**src/rtl/cvp_pkg.sv**
```systemverilog
// Shared types and register map for the CVP power-controller register file.
package cvp_pkg;

    typedef enum logic [1:0] {
        PWR_OFF     = 2'd0,
        PWR_RAMP    = 2'd1,
        PWR_ON      = 2'd2,
        PWR_ISOLATE = 2'd3
    } pwr_state_t;

    typedef enum logic [1:0] {
        BUS_IDLE = 2'd0,
        BUS_WAIT = 2'd1,
        BUS_RESP = 2'd2
    } bus_state_t;

    localparam int unsigned DATA_W     = 64;
    localparam int unsigned BE_W       = 8;
    localparam int unsigned WADDR_W    = 29;
    localparam int unsigned FREQ_W     = 3;
    localparam int unsigned STATUS_W   = 5;
    localparam int unsigned WAIT_W     = 4;

    localparam int unsigned CTRL_IDX   = 0;
    localparam int unsigned STATUS_IDX = 1;
    localparam int unsigned PWR_EN_BIT = 0;
    localparam int unsigned FREQ_LSB   = 8;
    localparam int unsigned FREQ_MSB   = 10;

    // Request fields latched in IDLE and held until the response.
    typedef struct packed {
        logic [WADDR_W-1:0] addr;
        logic [DATA_W-1:0]  data;
        logic [BE_W-1:0]    be;
        logic               wr;
    } cvp_req_t;

endpackage

```
**src/rtl/cvp_pwr_fsm.sv**
```systemverilog
// Core-domain power sequencer: OFF -> RAMP -> ON -> ISOLATE -> OFF with dwell counters.
module cvp_pwr_fsm
    import cvp_pkg::*;
#(
    parameter int unsigned RAMP_CYCLES = 16,
    parameter int unsigned ISO_CYCLES  = 8
) (
    input  logic       clk_cvp,
    input  logic       rst_async,
    input  logic       pwr_en,
    output pwr_state_t state,
    output logic       core_power_on,
    output logic       core_rst_n,
    output logic       busy
);

    localparam int unsigned MAX_CYC = (RAMP_CYCLES > ISO_CYCLES) ? RAMP_CYCLES : ISO_CYCLES;
    localparam int unsigned CNT_W   = $clog2(MAX_CYC + 1);

    pwr_state_t       state_next;
    logic [CNT_W-1:0] cnt, cnt_next;
    logic             power_on_next, rst_n_next, busy_next;

    always_ff @(posedge clk_cvp or posedge rst_async) begin
        if (rst_async) begin
            state         <= PWR_OFF;
            cnt           <= '0;
            core_power_on <= 1'b0;
            core_rst_n    <= 1'b0;
            busy          <= 1'b0;
        end else begin
            state         <= state_next;
            cnt           <= cnt_next;
            core_power_on <= power_on_next;
            core_rst_n    <= rst_n_next;
            busy          <= busy_next;
        end
    end

    // Outputs are decoded from the next state so they register with it.
    always_comb begin
        state_next = state;
        cnt_next   = '0;
        case (state)
            PWR_OFF: begin
                if (pwr_en) state_next = PWR_RAMP;
            end
            PWR_RAMP: begin
                if (!pwr_en)
                    state_next = PWR_ISOLATE;
                else if (cnt == CNT_W'(RAMP_CYCLES - 1))
                    state_next = PWR_ON;
                else
                    cnt_next = cnt + CNT_W'(1);
            end
            PWR_ON: begin
                if (!pwr_en) state_next = PWR_ISOLATE;
            end
            PWR_ISOLATE: begin
                if (cnt == CNT_W'(ISO_CYCLES - 1))
                    state_next = PWR_OFF;
                else
                    cnt_next = cnt + CNT_W'(1);
            end
        endcase
        power_on_next = (state_next != PWR_OFF);
        rst_n_next    = (state_next == PWR_ON);
        busy_next     = (state_next == PWR_RAMP) || (state_next == PWR_ISOLATE);
    end

endmodule

```
**src/rtl/cvp_regfile.sv**
```systemverilog
// CVP bus slave: CTRL/STATUS registers, byte-enabled scratch words, wait states and power sequencer.
module cvp_regfile
    import cvp_pkg::*;
#(
    parameter int unsigned NUM_WORDS      = 16,
    parameter int unsigned WAIT_STATES    = 0,
    parameter int unsigned RAMP_CYCLES    = 16,
    parameter int unsigned ISO_CYCLES     = 8,
    parameter int unsigned NUM_FREQ_MODES = 4
) (
    input  logic              clk_cvp,
    input  logic              rst_async,
    input  logic              pwr_req,
    input  logic [63:0]       pwr_w_data,
    input  logic [31:3]       pwr_addr,
    input  logic [7:0]        pwr_be,
    input  logic              pwr_wr_rd,
    output logic              pwr_ack,
    output logic [63:0]       pwr_r_data,
    output logic              pwr_error,
    output logic              core_power_on,
    output logic              core_rst_n,
    output logic [2:0]        freq_mode,
    output logic              busy
);

    localparam int unsigned IDX_W     = $clog2(NUM_WORDS);
    localparam int unsigned WAIT_LAST = (WAIT_STATES == 0) ? 0 : WAIT_STATES - 1;

    bus_state_t          bus_state, bus_next;
    cvp_req_t            req_q;
    logic [STATUS_W-1:0] status_q;
    logic [WAIT_W-1:0]   wait_cnt, wait_next;
    logic [DATA_W-1:0]   mem [NUM_WORDS];
    logic                ctrl_pwr_en;
    logic [FREQ_W-1:0]   ctrl_freq;
    pwr_state_t          pwr_state;

    logic                capture, in_resp, ack_next, error_next;
    logic [DATA_W-1:0]   r_data_next, rd_word;
    logic [IDX_W-1:0]    idx;
    logic                out_of_range, is_ctrl, is_status, freq_bad, req_err;
    logic [FREQ_W-1:0]   new_freq;

    cvp_pwr_fsm #(
        .RAMP_CYCLES (RAMP_CYCLES),
        .ISO_CYCLES  (ISO_CYCLES)
    ) u_pwr_fsm (
        .clk_cvp       (clk_cvp),
        .rst_async     (rst_async),
        .pwr_en        (ctrl_pwr_en),
        .state         (pwr_state),
        .core_power_on (core_power_on),
        .core_rst_n    (core_rst_n),
        .busy          (busy)
    );

    assign freq_mode = ctrl_freq;

    // Address decode and error classification of the captured request.
    always_comb begin
        idx          = req_q.addr[IDX_W-1:0];
        out_of_range = (req_q.addr >= WADDR_W'(NUM_WORDS));
        is_ctrl      = !out_of_range && (idx == IDX_W'(CTRL_IDX));
        is_status    = !out_of_range && (idx == IDX_W'(STATUS_IDX));
        new_freq     = req_q.data[FREQ_MSB:FREQ_LSB];
        freq_bad     = req_q.be[1] && ({1'b0, new_freq} >= (FREQ_W + 1)'(NUM_FREQ_MODES));
        req_err      = out_of_range
                     || (req_q.wr && is_status)
                     || (req_q.wr && is_ctrl && freq_bad);
        rd_word      = '0;
        if (out_of_range) begin
            rd_word = '0;
        end else if (is_ctrl) begin
            rd_word[PWR_EN_BIT]        = ctrl_pwr_en;
            rd_word[FREQ_MSB:FREQ_LSB] = ctrl_freq;
        end else if (is_status) begin
            rd_word[STATUS_W-1:0] = status_q;
        end else begin
            rd_word = mem[idx];
        end
    end

    // Bus sequencing: IDLE captures, WAIT pads, RESP produces the registered ack.
    always_comb begin
        bus_next    = bus_state;
        wait_next   = wait_cnt;
        capture     = 1'b0;
        in_resp     = 1'b0;
        ack_next    = 1'b0;
        error_next  = 1'b0;
        r_data_next = '0;
        case (bus_state)
            BUS_IDLE: begin
                if (pwr_req) begin
                    capture   = 1'b1;
                    wait_next = '0;
                    bus_next  = (WAIT_STATES == 0) ? BUS_RESP : BUS_WAIT;
                end
            end
            BUS_WAIT: begin
                if (wait_cnt == WAIT_W'(WAIT_LAST))
                    bus_next = BUS_RESP;
                else
                    wait_next = wait_cnt + WAIT_W'(1);
            end
            BUS_RESP: begin
                in_resp     = 1'b1;
                ack_next    = 1'b1;
                error_next  = req_err;
                r_data_next = req_q.wr ? '0 : rd_word;
                bus_next    = BUS_IDLE;
            end
            default: bus_next = BUS_IDLE;
        endcase
    end

    always_ff @(posedge clk_cvp or posedge rst_async) begin
        if (rst_async) begin
            bus_state  <= BUS_IDLE;
            wait_cnt   <= '0;
            req_q      <= '0;
            status_q   <= '0;
            pwr_ack    <= 1'b0;
            pwr_r_data <= '0;
            pwr_error  <= 1'b0;
        end else begin
            bus_state  <= bus_next;
            wait_cnt   <= wait_next;
            pwr_ack    <= ack_next;
            pwr_r_data <= r_data_next;
            pwr_error  <= error_next;
            if (capture) begin
                req_q    <= '{addr: pwr_addr, data: pwr_w_data, be: pwr_be, wr: pwr_wr_rd};
                status_q <= {busy, pwr_state, core_rst_n, core_power_on};
            end
        end
    end

    // CTRL commit; a rejected FREQ leaves the field but still lets PWR_EN through.
    always_ff @(posedge clk_cvp or posedge rst_async) begin
        if (rst_async) begin
            ctrl_pwr_en <= 1'b0;
            ctrl_freq   <= '0;
        end else if (in_resp && req_q.wr && is_ctrl) begin
            if (req_q.be[0]) ctrl_pwr_en <= req_q.data[PWR_EN_BIT];
            if (req_q.be[1] && !freq_bad) ctrl_freq <= new_freq;
        end
    end

    always_ff @(posedge clk_cvp or posedge rst_async) begin
        if (rst_async) begin
            for (int i = 0; i < int'(NUM_WORDS); i++) mem[i] <= '0;
        end else if (in_resp && req_q.wr && !out_of_range && !is_ctrl && !is_status) begin
            for (int b = 0; b < int'(BE_W); b++)
                if (req_q.be[b]) mem[idx][8*b +: 8] <= req_q.data[8*b +: 8];
        end
    end

endmodule

```
**config.mk**
```make
export PLATFORM = sky130hd
export DESIGN_NAME = cvp_regfile
export DESIGN_NICKNAME = d
export VERILOG_FILES = /design/src/rtl/cvp_pkg.sv /design/src/rtl/cvp_pwr_fsm.sv /design/src/rtl/cvp_regfile.sv
export SDC_FILE = /design/constraint.sdc
export NUM_CORES = 2
export LEC_CHECK = 0
export BUFFER_PORTS_ARGS = -buffer_cell sky130_fd_sc_hd__buf_2
export CAP_MARGIN = 25
export CORE_ASPECT_RATIO = 1.2
export CORE_MARGIN = 1
export CORE_UTILIZATION = 65
export DETAILED_ROUTE_END_ITERATION = 8
export PLACE_DENSITY = 0.88
export SETUP_SLACK_MARGIN = 0.2
export SYNTH_ARGS = -nofsm -noshare
export SYNTH_HDL_FRONTEND = slang
export SYNTH_SLANG_ARGS = --single-unit
```
**constraint.sdc**
```tcl
create_clock -name clk_cvp -period 65.1 [get_ports clk_cvp]
set_input_delay 3.255 -clock clk_cvp [delete_from_list [all_inputs] [get_ports clk_cvp]]
set_output_delay 3.255 -clock clk_cvp [all_outputs]
set_load 0.1 [all_outputs]
```
Word-level counts from Yosys, hierarchy flattened
Cells that the tools add are included.

Input port bits: 105. Output and inout port bits: 72. Bits in registers: 1217. Logic and storage cells: 155.

Bitwise logic cells: 1. Order comparisons: 4. Multiplexer cells: 71. Equality and inequality tests: 14. Add/subtract/negate cells: 2. Reduce and logical (&&, ||, !) cells: 30.

Operators with widths (number): $mux W1024 (15); $bwmux W1024 (8); $demux W64 S4 (8); $mux W64 (6); $bmux W64 S4 (1); $mux W59 (1); $mux W56 (1); $mux W53 (1); $mux W48 (1); $mux W40 (1); $mux W32 (1); $ge A29 B5 Y1 const B (1); $mux W24 (1); $mux W5 (4); $mux W16 (1); $mux W2 (7); $logic_and A1 B1 Y1 (13); $eq A2 B2 Y1 const B (5); $pmux W5 S2 (1); $logic_not A4 Y1 (2); $mux W4 (2); $mux W8 (1); $pmux W2 S4 (1); $pmux W4 S2 (1); 21 further kinds (38).

Depth between registers and ports, before layout
Word-level depth: 28. Mapped depth: 9. Depth with buffers taken out: 8.

By module
Synthesis repeated with hierarchy kept, for this count alone.

Cells, all modules: 3129. Area, all modules: 52116.2 µm².

By module, submodules not included: cvp_regfile (area an instance 51635.8 µm², times used 1, cells each 3083); cvp_pwr_fsm (area an instance 480.5 µm², times used 1, cells each 46).

Worst setup path before layout
No wires, ideal clock.

Kind: in2reg. Start: input port pwr_req. End: register req_q (netlist bit new_freq[0]). Cell stages on the path: 5. Path slack: 60341 ps. Arrival time: 4634 ps. Buffers on the path: 3. Cell sequence: nor2b_1 clkbuf_1 clkbuf_1 clkbuf_1 mux2_2.

Cells in the longest elaborated chain, start to end: 2.

RTL lines: start: declaration (line cvp_regfile.sv:13) `input logic pwr_req,`; $mux W1 (line cvp_regfile.sv:95) `if (pwr_req) begin`; $mux W1 (line cvp_regfile.sv:93) `case (bus_state)`; end signal: assignment (line cvp_regfile.sv:134) `req_q <= '{addr: pwr_addr, data: pwr_w_data, be: pwr_be, wr: pwr_wr_rd};`; end: declaration (line cvp_regfile.sv:31) `cvp_req_t req_q;`.

No other way between the ends. A chain may end at the register's enable or synchronous reset.

==> run metrics <==
Clock Tree Root clkbuf_16; initial antenna violation count 3; status completed; clock transition at the registers of the reported paths 0.06 ns; # DRC 0; synthesized area per cell 16.9 µm²; area leader, netlist dfrtp_1; Die X 262 µm; Clk Latency, worst-skew pair 0.70 ns; Initial DRT Pass Iterations 5; DRT iter0 DRCs 2000; xor and xnor area share after synthesis 0.0166%; synth warn 0; Top FF cell, synth dfrtp_1; Setup violations, final 0; post-synthesis mux area share 34.9%; I/O Pins 177; DR vias 27600; crit path time final 6.53 ns; cts bufs inserted ~110; Chip Height ~310 µm; layout cells sized above 1 51.3%; Worst setup EP type asynchronous set/reset pin; row count between 100 and 150; Post-synth EDFFs 0; vias in the first global route 31300; total power 1.61 mW; clock sink total 1210; Final Max Tran Viols 0; slew of the pin with the lowest slew margin 1.19 ns; area of the core ~0.080 mm²; Post-Syn Nets 3232; DP HPWL 71300 µm; Pleak roughly 29 nW; PnR worst setup slack just under 60 ns; final wirelength approximately 120000 µm; #FFs+latches synth about 1200; Core Util, Final 72.2%; HP Class reg -> reg; Peak VDD IR around 28 µV; GRT Resource Usage Total about 30%; Crit Path Category in -> async; Startpoint Class primary input; global-route wire length before repair 185000 µm; CTS tree done; PD cells between 20 and 30 mW/mm²; Area Overhead vs Synth 10.2%; post-synthesis sequential area ratio approximately 57%; compound-cell area share of the yosys netlist less than 1%; Worst EP required 65.96 ns; unrepaired setup endpoints after global routing false; maximum achievable frequency about 0.15 GHz; critical path fanouts, max 190; RD Place Congestion 0.831; grt ovf 0; final setup TNS 0 ns; mapped cell area 0.0527 mm²; most common cell in the synthesized netlist dfrtp_1; critical path arrival between 7 and 8 ns; nets@finish 3258; largest net degree at the start of global routing between 200 and 250; Final period util 10.0%; final number of hold-violating endpoints 0; share of the synthesized area in the top cell type 57.4%; Clock Skews 0.0309 ns; Post-synth top cells 1210 x dfrtp_1, 807 x mux2_2, 312 x mux4_2; hold buffer count at CTS 0; simple-gate share of the synthesized area roughly 4.7%; Post-CTS Setup Bufs 0; count of cell types in the netlist between 40 and 50; final antenna-violating net count 0; cell count after synthesis about 3100; Vias/cell 6.43; pre-CTS WS between 50 and 60 ns; WL/cell between 20 and 30 µm; Worst Hold Slack 0.372 ns; Post-Synth Adder-Cell Area less than 1%; Initial Util 65.5%; Port Buffers around 180; full die area approximately 0.08 mm²; ANT cells 0; Post-synth ARST share 100%; Max transition margin 20.4%; # H-tree levels 3; clk buf depth 3; leading post-synthesis cells by cell area dfrtp_1 57%, mux2_2 17%, mux4_2 13%, mux2_1 4.2%, nor2_8 1.7%; largest family of logic cells by synthesized area multiplexers; Post-CTS Resized 0; MaxCap Viol Count 0
## state kept, by name, summed over array words and instances, names as in the netlist
register and flops:
bus_state 1, ctrl_pwr_en 1, freq_mode 3, idx 4, mem 1024, new_freq 3
pwr_ack 1, pwr_error 1, pwr_r_data 64, req_q 95, status_q 4, u_pwr_fsm.cnt 5
u_pwr_fsm.core_power_on 1, u_pwr_fsm.core_rst_n 1, u_pwr_fsm.state 2
## path summary, 6_finish.rpt
| kind | from | endpoint | slack, ns | depth (start not counted) |
|---|---|---|---|---|
| max in group clk_cvp | u_pwr_fsm.state[0] | busy | 60.09 | 1 |
| hold / removal | mem[1004] | mem[1004] | 0.37 | 0 |
| min in group asynchronous | rst_async | mem[991] | 2.51 | 2 |
| setup reg to reg | idx[0] | pwr_r_data[39] | 61.16 | 5 |
| setup / recovery | rst_async | req_q[83] | 58.57 | 8 |
| hold reg to reg | mem[1004] | mem[1004] | 0.37 | 0 |
## power by group
part	total [mW]	internal (mW)	switching, mW	leakage [nW]
Sequential	0.802	0.764	0.0382	16.6
Clock	0.700	0.411	0.289	1.93
Combinational	0.109	0.0424	0.0668	10.3
## cell families after synthesis
family / after synthesis
multiplexers: 1323
flip-flops: 1210
buffers and inverters: 306
AND/OR/NAND/NOR: 253
AO/OA/AOI/OAI: 28
adder cells (fa/ha/maj): 3
XOR/XNOR: 1
## cells in the final DEF (no fill, tap or decap), drive strengths merged
cell type	instances
xor2	1
nand2	20
ha	3
nor4	5
a21oi	4
bufinv	18
nor2b	64
a31o	1
inv	10
or2	2
and4	1
mux4	312
mux2i	6
nand4	9
o2bb2ai	3
a22o	7
mux2	1005
nand4b	1
nor2	131
o21a	1
a2111oi	1
and2	2
buf	214
clkinvlp	7
nand3	7
dfrtp	1210
clkbuf	151
and3	2
a22oi	11
nand2b	4
nor3	5
clkinv	26
## critical path: stages
cell	delay [ns]
buf_2	0.13
inv_8	0.18
buf_16	0.42
buf_4	0.81
buf_4	0.80
buf_12	0.74
buf_4	0.40
buf_16	0.32
## area by class of cell
cell class	instances	area [µm²]
clock inverter	56	823
sequential	1210	30300
inverter	5	26.3
timing repair buffer	214	1340
multi-input combinational	1608	21100
clock buffer	151	3140
fill	4664	22400
tap	1044	1310
## routing by layer
| metal | up-vias | part of all wire (%) | GRT usage [%] |
|---|---|---|---|
| met5 | - | 0.019 | 0 |
| met4 | 4 | 3.7 | 12.1 |
| met3 | 273 | 5.6 | 4.83 |
| met2 | 827 | 52 | 49.5 |
| met1 | 15000 | 39 | 39.9 |
| li1 | 11500 | - | - |
## per-stage QoR
step	std cells	instance area [µm²]
6_report	4288	58100
3_5_place_dp	4075	53900
4_1_cts	4282	57900
3_3_place_gp	4074	53900
5_1_grt	4288	58100
2_1_floorplan	3124	52700
No activity file was read; power rests on OpenSTA's default activity.
